--- src/rtl/clock_divider_prog.sv ---
// Programmable clock divider. Divisor updates are double-buffered and take effect only
// at a period boundary, or at any edge while idle.
module clock_divider_prog #(
    parameter int unsigned WIDTH       = 8,
    parameter int unsigned DEFAULT_DIV = 4
) (
    input  logic             clk_in,
    input  logic             rst_n,
    input  logic             en,
    input  logic [WIDTH-1:0] div_in,
    input  logic             div_load,
    output logic             clk_out,
    output logic             tick,
    output logic [WIDTH-1:0] div_active,
    output logic             upd_pend
);

    localparam logic [WIDTH-1:0] DivReset = (DEFAULT_DIV < 2) ? WIDTH'(2) : WIDTH'(DEFAULT_DIV);

    typedef enum logic [0:0] {StIdle, StRun} state_e;

    state_e           state_q, state_d;
    logic [WIDTH-1:0] cnt_q, cnt_d;
    logic             clk_q, clk_d;
    logic             tick_q, tick_d;
    logic [WIDTH-1:0] div_q, div_d;
    logic [WIDTH-1:0] pend_q, pend_d;
    logic             upd_q, upd_d;

    logic [WIDTH-1:0] load_val;
    logic [WIDTH-1:0] cnt_inc;
    logic [WIDTH-1:0] half;
    logic [WIDTH-1:0] last;

    always_comb begin
        load_val = (div_in < WIDTH'(2)) ? WIDTH'(2) : div_in;
        cnt_inc  = cnt_q + 1'b1;
        half     = div_q - (div_q >> 1);
        last     = div_q - 1'b1;

        state_d = state_q;
        cnt_d   = cnt_q;
        clk_d   = 1'b0;
        tick_d  = 1'b0;
        div_d   = div_q;
        pend_d  = pend_q;
        upd_d   = upd_q;

        unique case (state_q)
            StIdle: begin
                cnt_d = '0;
                if (upd_q) begin
                    div_d = pend_q;
                    upd_d = 1'b0;
                end
                // Divisor is always >= 2, so the first cycle of a run never carries tick.
                if (en) begin
                    state_d = StRun;
                    clk_d   = 1'b1;
                end
            end
            StRun: begin
                if (!en) begin
                    state_d = StIdle;
                    cnt_d   = '0;
                end else if (cnt_q == last) begin
                    cnt_d = '0;
                    clk_d = 1'b1;
                    if (upd_q) begin
                        div_d = pend_q;
                        upd_d = 1'b0;
                    end
                end else begin
                    cnt_d  = cnt_inc;
                    clk_d  = (cnt_inc < half);
                    tick_d = (cnt_inc == last);
                end
            end
            default: state_d = StIdle;
        endcase

        // A fresh load lands after any application above, so it always stays pending.
        if (div_load) begin
            pend_d = load_val;
            upd_d  = 1'b1;
        end
    end

    always_ff @(posedge clk_in) begin
        if (!rst_n) begin
            state_q <= StIdle;
            cnt_q   <= '0;
            clk_q   <= 1'b0;
            tick_q  <= 1'b0;
            div_q   <= DivReset;
            pend_q  <= '0;
            upd_q   <= 1'b0;
        end else begin
            state_q <= state_d;
            cnt_q   <= cnt_d;
            clk_q   <= clk_d;
            tick_q  <= tick_d;
            div_q   <= div_d;
            pend_q  <= pend_d;
            upd_q   <= upd_d;
        end
    end

    assign clk_out    = clk_q;
    assign tick       = tick_q;
    assign div_active = div_q;
    assign upd_pend   = upd_q;

endmodule

--- config.mk ---
export PLATFORM = sky130hd
export DESIGN_NAME = clock_divider_prog
export DESIGN_NICKNAME = d
export VERILOG_FILES = /design/src/rtl/clock_divider_prog.sv
export SDC_FILE = /design/constraint.sdc
export NUM_CORES = 1
export LEC_CHECK = 0
export ABC_AREA = 0
export CORE_ASPECT_RATIO = 0.7
export CORE_MARGIN = 2
export CORE_UTILIZATION = 45
export CTS_CLUSTER_DIAMETER = 30
export DETAILED_ROUTE_END_ITERATION = 6
export PLACE_DENSITY = 0.76
export SETUP_SLACK_MARGIN = 0.2
export SLEW_MARGIN = 20
export SYNTH_ARGS = -nofsm -noshare
export SYNTH_HDL_FRONTEND = slang
export SYNTH_SLANG_ARGS = --single-unit
--- constraint.sdc ---
create_clock -name clk_in -period 7.3 [get_ports clk_in]
set_input_delay 2.19 -clock clk_in [delete_from_list [all_inputs] [get_ports clk_in]]
set_output_delay 2.19 -clock clk_in [all_outputs]
set_load 0.03 [all_outputs]
# Word level (Yosys, flattened, before mapping)
# Cells that the tools add are included.
# W data, S select, Z words.
# word_totals
word_cells	40
register_bits	28
output_inout_bits	11
in_bits	12
# op_classes
add_sub_neg	3
n_mux	16
eq_ne	6
magnitude_cmp	2
reduce_logical	3
n_bitwise	3
# op_table
op	count
$mux W8	6
$pmux W8 S2	2
$eq A8 B8 Y1	2
$add A8 B1 Y8 const B	1
$lt A8 B2 Y1 const B	1
$lt A8 B8 Y1	1
$sub A8 B1 Y8 const B	1
$sub A8 B7 Y8	1
$mux W1	6
$pmux W1 S2	2
$reduce_and A2 Y1	2
$reduce_or A4 Y1	1
$ne A3 B2 Y1 const B	1
$ne A3 B3 Y1 const B	1
$not A1 Y1	3
$ne A2 B1 Y1 const B	1
$ne A2 B2 Y1 const B	1

# Depth between registers and ports, before layout
# logic_depth
word_depth	6
depth_mapped	14
mapped_depth_nobuf	14

# Worst setup path before layout
# No wires, ideal clock.
# synth_path
path_type	input to register
startpoint	in div_in[4]
endpoint	reg pend_q[0]
path_slack_ps	3934
t_arrival_ps	3251
setup_ps	115
n_path_buf	0
stages	4
required_ps	7185
cell_sequence	or4_1 -> o41ai_1 -> o22ai_1 -> and2_1
# synth_via
elab_chain_len	2
# synth_rtl
item	line_no	source
from (decl)	10	input logic [WIDTH-1:0] div_in,
$lt A8 B2 Y1	36	load_val = (div_in < WIDTH'(2)) ? WIDTH'(2) : div_in;
$mux W8	36	
to (signal assigned)	104	pend_q <= pend_d;
to (decl)	27	logic [WIDTH-1:0] pend_q, pend_d;
# Every way passes these cells.
# A chain may end at the register's enable or synchronous reset.

# Worst setup path in the final report
# layout_path
startpoint	reg upd_q, in the netlist upd_pend
endpoint	out upd_pend
# layout_lines
item	line_no	source
from (decl)	28	logic upd_q, upd_d;
from (signal assigned)	105	upd_q <= upd_d;
to (decl)	15	output logic upd_pend
# No word-level cell between the ends.

==> run_results.csv <==
group,metric,value,unit
global_route,most_utilized_layer_in_the_global_route_result,"met2",
route,ant_nets,0,
setup_path,setup.worst_path.start_class,"register",
yosys,net_count_after_synthesis,254,
yosys,dominant_combinational_cell_family_by_area_after_synthesis,"XOR/XNOR gates",
setup_path,path_cells,"clkdlybuf4s50_1",
timing,timing.final.max_slew_violations,0,
layout,share_of_layout_cells_above_drive_strength_1,0.0583,
yosys,synth_fa_ha_area_frac,0.154,
power,peakVddDrop,0.0977,mV
clock_network,clockRootBuffer,"clkbuf_8",
layout,most_common_cell_after_layout_fill_and_taps_aside,"dfxtp_1",
timing,totalNegativeSetupSlack,0,ns
job,max_cap_violations,0,
yosys,synth_xor_area_frac,0.172,
placement,hpwl,3.12,mm
clock_network,numCtsBuffers,3,
global_route,grt_start_max_net_pins,17,
floorplan,initial_standard_cell_utilization_of_the_core,0.465,
layout,fin_area,2350,um^2
clock_network,cts_sinks,28,
timing,tightestPinTransition,0.557,ns
timing,grt_setup_unrepaired,"false",
floorplan,io_pins,23,
yosys,fraction_of_synthesized_area_in_multiplexers,0.0300,
floorplan,die_width,83.7,um
floorplan,row_count,20,
global_route,via_count_of_the_first_global_routing_pass,1460,
timing,hold_viol_final,0,
setup_path,ff2ff_path_depth,12,
setup_path,cp-end-kind,"output pin",
setup_path,crit_required,5.11,ns
setup_path,critical_path.max_fanout,11,
layout,area_growth,17.2,%
placement,place_area,2280,um^2
yosys,yosys_warnings,0,
route,detail_route.wl_per_cell,13.2,um
clock_network,cts.repair_timing.setup_buffer_count,0,
placement,place.gp.congestion,0.814,
yosys,synth_enable_flop_cells,0,
setup_path,crit_cells,1,
clock_network,tritoncts,"built",
setup_path,critPathTopFamily,"buffers and inverters",
hold_path,hold_path_depth,2,
route,dr.pass1.iters,4,
setup_path,critPathSlowestCell,"clkdlybuf4s50_1",
clock_network,insertion_delay,0.29,ns
yosys,yosysUniqueCellTypes,44,
yosys,syn_area_cell,9.19,um^2
clock_network,htree_levels,1,
layout,most-common-layout-cells,"dfxtp_1 (28), inv_1 (23), ha_1 (23), clkdlybuf4s50_1 (22)",
yosys,postSynthRegisterBits,28,
setup_path,timing_worst_setup_path_type,"register to output pin",
layout,antenna_cells,0,
floorplan,die_h,59.8,um
timing,fin_crit,3.77,ns
timing,achievable-frequency,0.266,GHz
yosys,synth.cell_area,2000,um^2
placement,place.port_buffers,22,
route,vias,1537,
global_route,groute.layer.met1.usage,0.219,
global_route,gr-usage-met3,0.0387,
route,via_per_inst,5.21,
yosys,post_synth_and_or_nand_nor_area_fraction,0.166,
global_route,grt_first_pass_wirelength,6.65,mm
route,first_iter_violations,43,
route,totalWireLength,3.89,mm
timing,slew_headroom,0.627,
hold_path,hold_path_class,"register to register",
layout,finalNetCount,277,
yosys,synth-compound-area-share,0.147,
timing,skew,0.00492,ns
clock_network,cts.clk_slew.worst_paths,0.10,ns
yosys,synth_seq_area_share,0.280,
timing,min_period_over_period,0.516,
yosys,syn_inst,218,
setup_path,cp.arrival,1.58,ns
yosys,ys_dominant_reg_cell,"dfxtp_1",
setup_path,max_stage_delay,0.75,ns
floorplan,die_area,5010,um^2
yosys,postSynth.asyncResetShare,0,
floorplan,placeableCoreArea,4300,um^2
clock_network,cts_repair_resize_count,0,
setup_path,worst-path-buf-inv,1,
power,power_density,159,nW/um^2
global_route,grt_usage,0.169,
power,p_leak,1.00,nW
outcome,run_status,"finished clean",
global_route,grt.overflow.total,0,
timing,setup_viol,0,
route,post-route-drc-count,0,
global_route,antenna_violations_before_repair,0,
global_route,use_met2,0.288,
clock_network,cts.hold.buffers_added,0,
clock_network,clock_path_buffers,2,
==> kinds of logic (layout without fill, tap and decap cells) <==
kind of cell               after synthesis  count (layout)
and+or+nand+nor                         59              59
DFF                                     28              28
xor gates and xnor gates                33              33
muxes                                    6               6
adders and majority gates               24              24
buffers and inverters                   27              49
AOI/OAI and AO/OA                       41              41
==> area by class of cell <==
class / count / area (um^2)
Clock buffer: 3 / 41.3
Fill cell: 426 / 1960
Inverter: 23 / 86.3
Multi-Input combinational cell: 163 / 1340
Clock inverter: 1 / 30.0
Timing Repair Buffer: 22 / 220
Sequential cell: 28 / 561
Tap cell: 55 / 68.8
==> state kept, by name, indices dropped and copies added, names as in the netlist <==
register / flops
cnt_q: 8
div_active: 8
pend_q: 8
clk_out: 1
state_q: 1
tick: 1
upd_pend: 1
==> where the power goes <==
part           internal, mW  total, mW  switching [mW]
Clock                0.0736      0.126          0.0527
Sequential            0.158      0.164         0.00569
Combinational        0.0402     0.0829          0.0427
==> synth_stat cells (2+ instances only) <==
| master | instances | share of area |
|---|---|---|
| a21boi_0 | 2 | 0.0075 |
| a21oi_1 | 12 | 0.030 |
| and3_1 | 2 | 0.0062 |
| clkbuf_1 | 3 | 0.0056 |
| dfxtp_1 | 28 | 0.28 |
| ha_1 | 23 | 0.14 |
| inv_1 | 23 | 0.043 |
| mux2i_1 | 6 | 0.030 |
| nand2_1 | 5 | 0.0094 |
| nand2b_1 | 6 | 0.019 |
| nand3_1 | 14 | 0.035 |
| nor2_1 | 21 | 0.039 |
| nor2b_1 | 2 | 0.0062 |
| o21ai_0 | 9 | 0.022 |
| o21ai_1 | 2 | 0.0050 |
| o21bai_1 | 2 | 0.0075 |
| o41a_1 | 2 | 0.011 |
| xnor2_1 | 21 | 0.092 |
| xnor3_1 | 3 | 0.034 |
| xor2_1 | 8 | 0.035 |
==> tightest hold or removal path: stages (launching register included) <==
cell     delay, ns
dfxtp_1       0.32
nand3_1       0.06
a21oi_1       0.05
==> routing by layer <==
| metal | vias up | wire length, um |
|---|---|---|
| li1 | 786 | - |
| met1 | 716 | 1920 |
| met2 | 30 | 1740 |
| met3 | 5 | 187 |
| met4 | 0 | 37 |
| met5 | - | 0 |
==> worst paths after layout <==
check                                             endpoint                  startpoint  slack [ns]
worst max-delay path                              upd_pend       upd_pend$_SDFFE_PN0P_        3.53
worst min-delay path            div_active[0]$_SDFFE_PN0P_      pend_q[0]$_SDFFE_PN0P_        0.48
worst max register to register          clk_out$_SDFF_PN0_  div_active[2]$_SDFFE_PN1P_        4.32
worst min register to register  div_active[0]$_SDFFE_PN0P_      pend_q[0]$_SDFFE_PN0P_        0.48
==> stage by stage <==
step	util	hold WS [ns]	total power [mW]	std cells	setup WS, ns
finish	0.545	0.476	0.373	295	3.53
global route	0.545	0.502	0.389	295	3.46
CTS	0.545	0.475	0.376	295	3.52
detailed placement	0.529	0.460	0.250	291	3.42
global placement	0.529	0.456	0.248	291	3.47
floorplan	-	0.443	0.228	218	3.93
(Power assumes the default switching activity.)
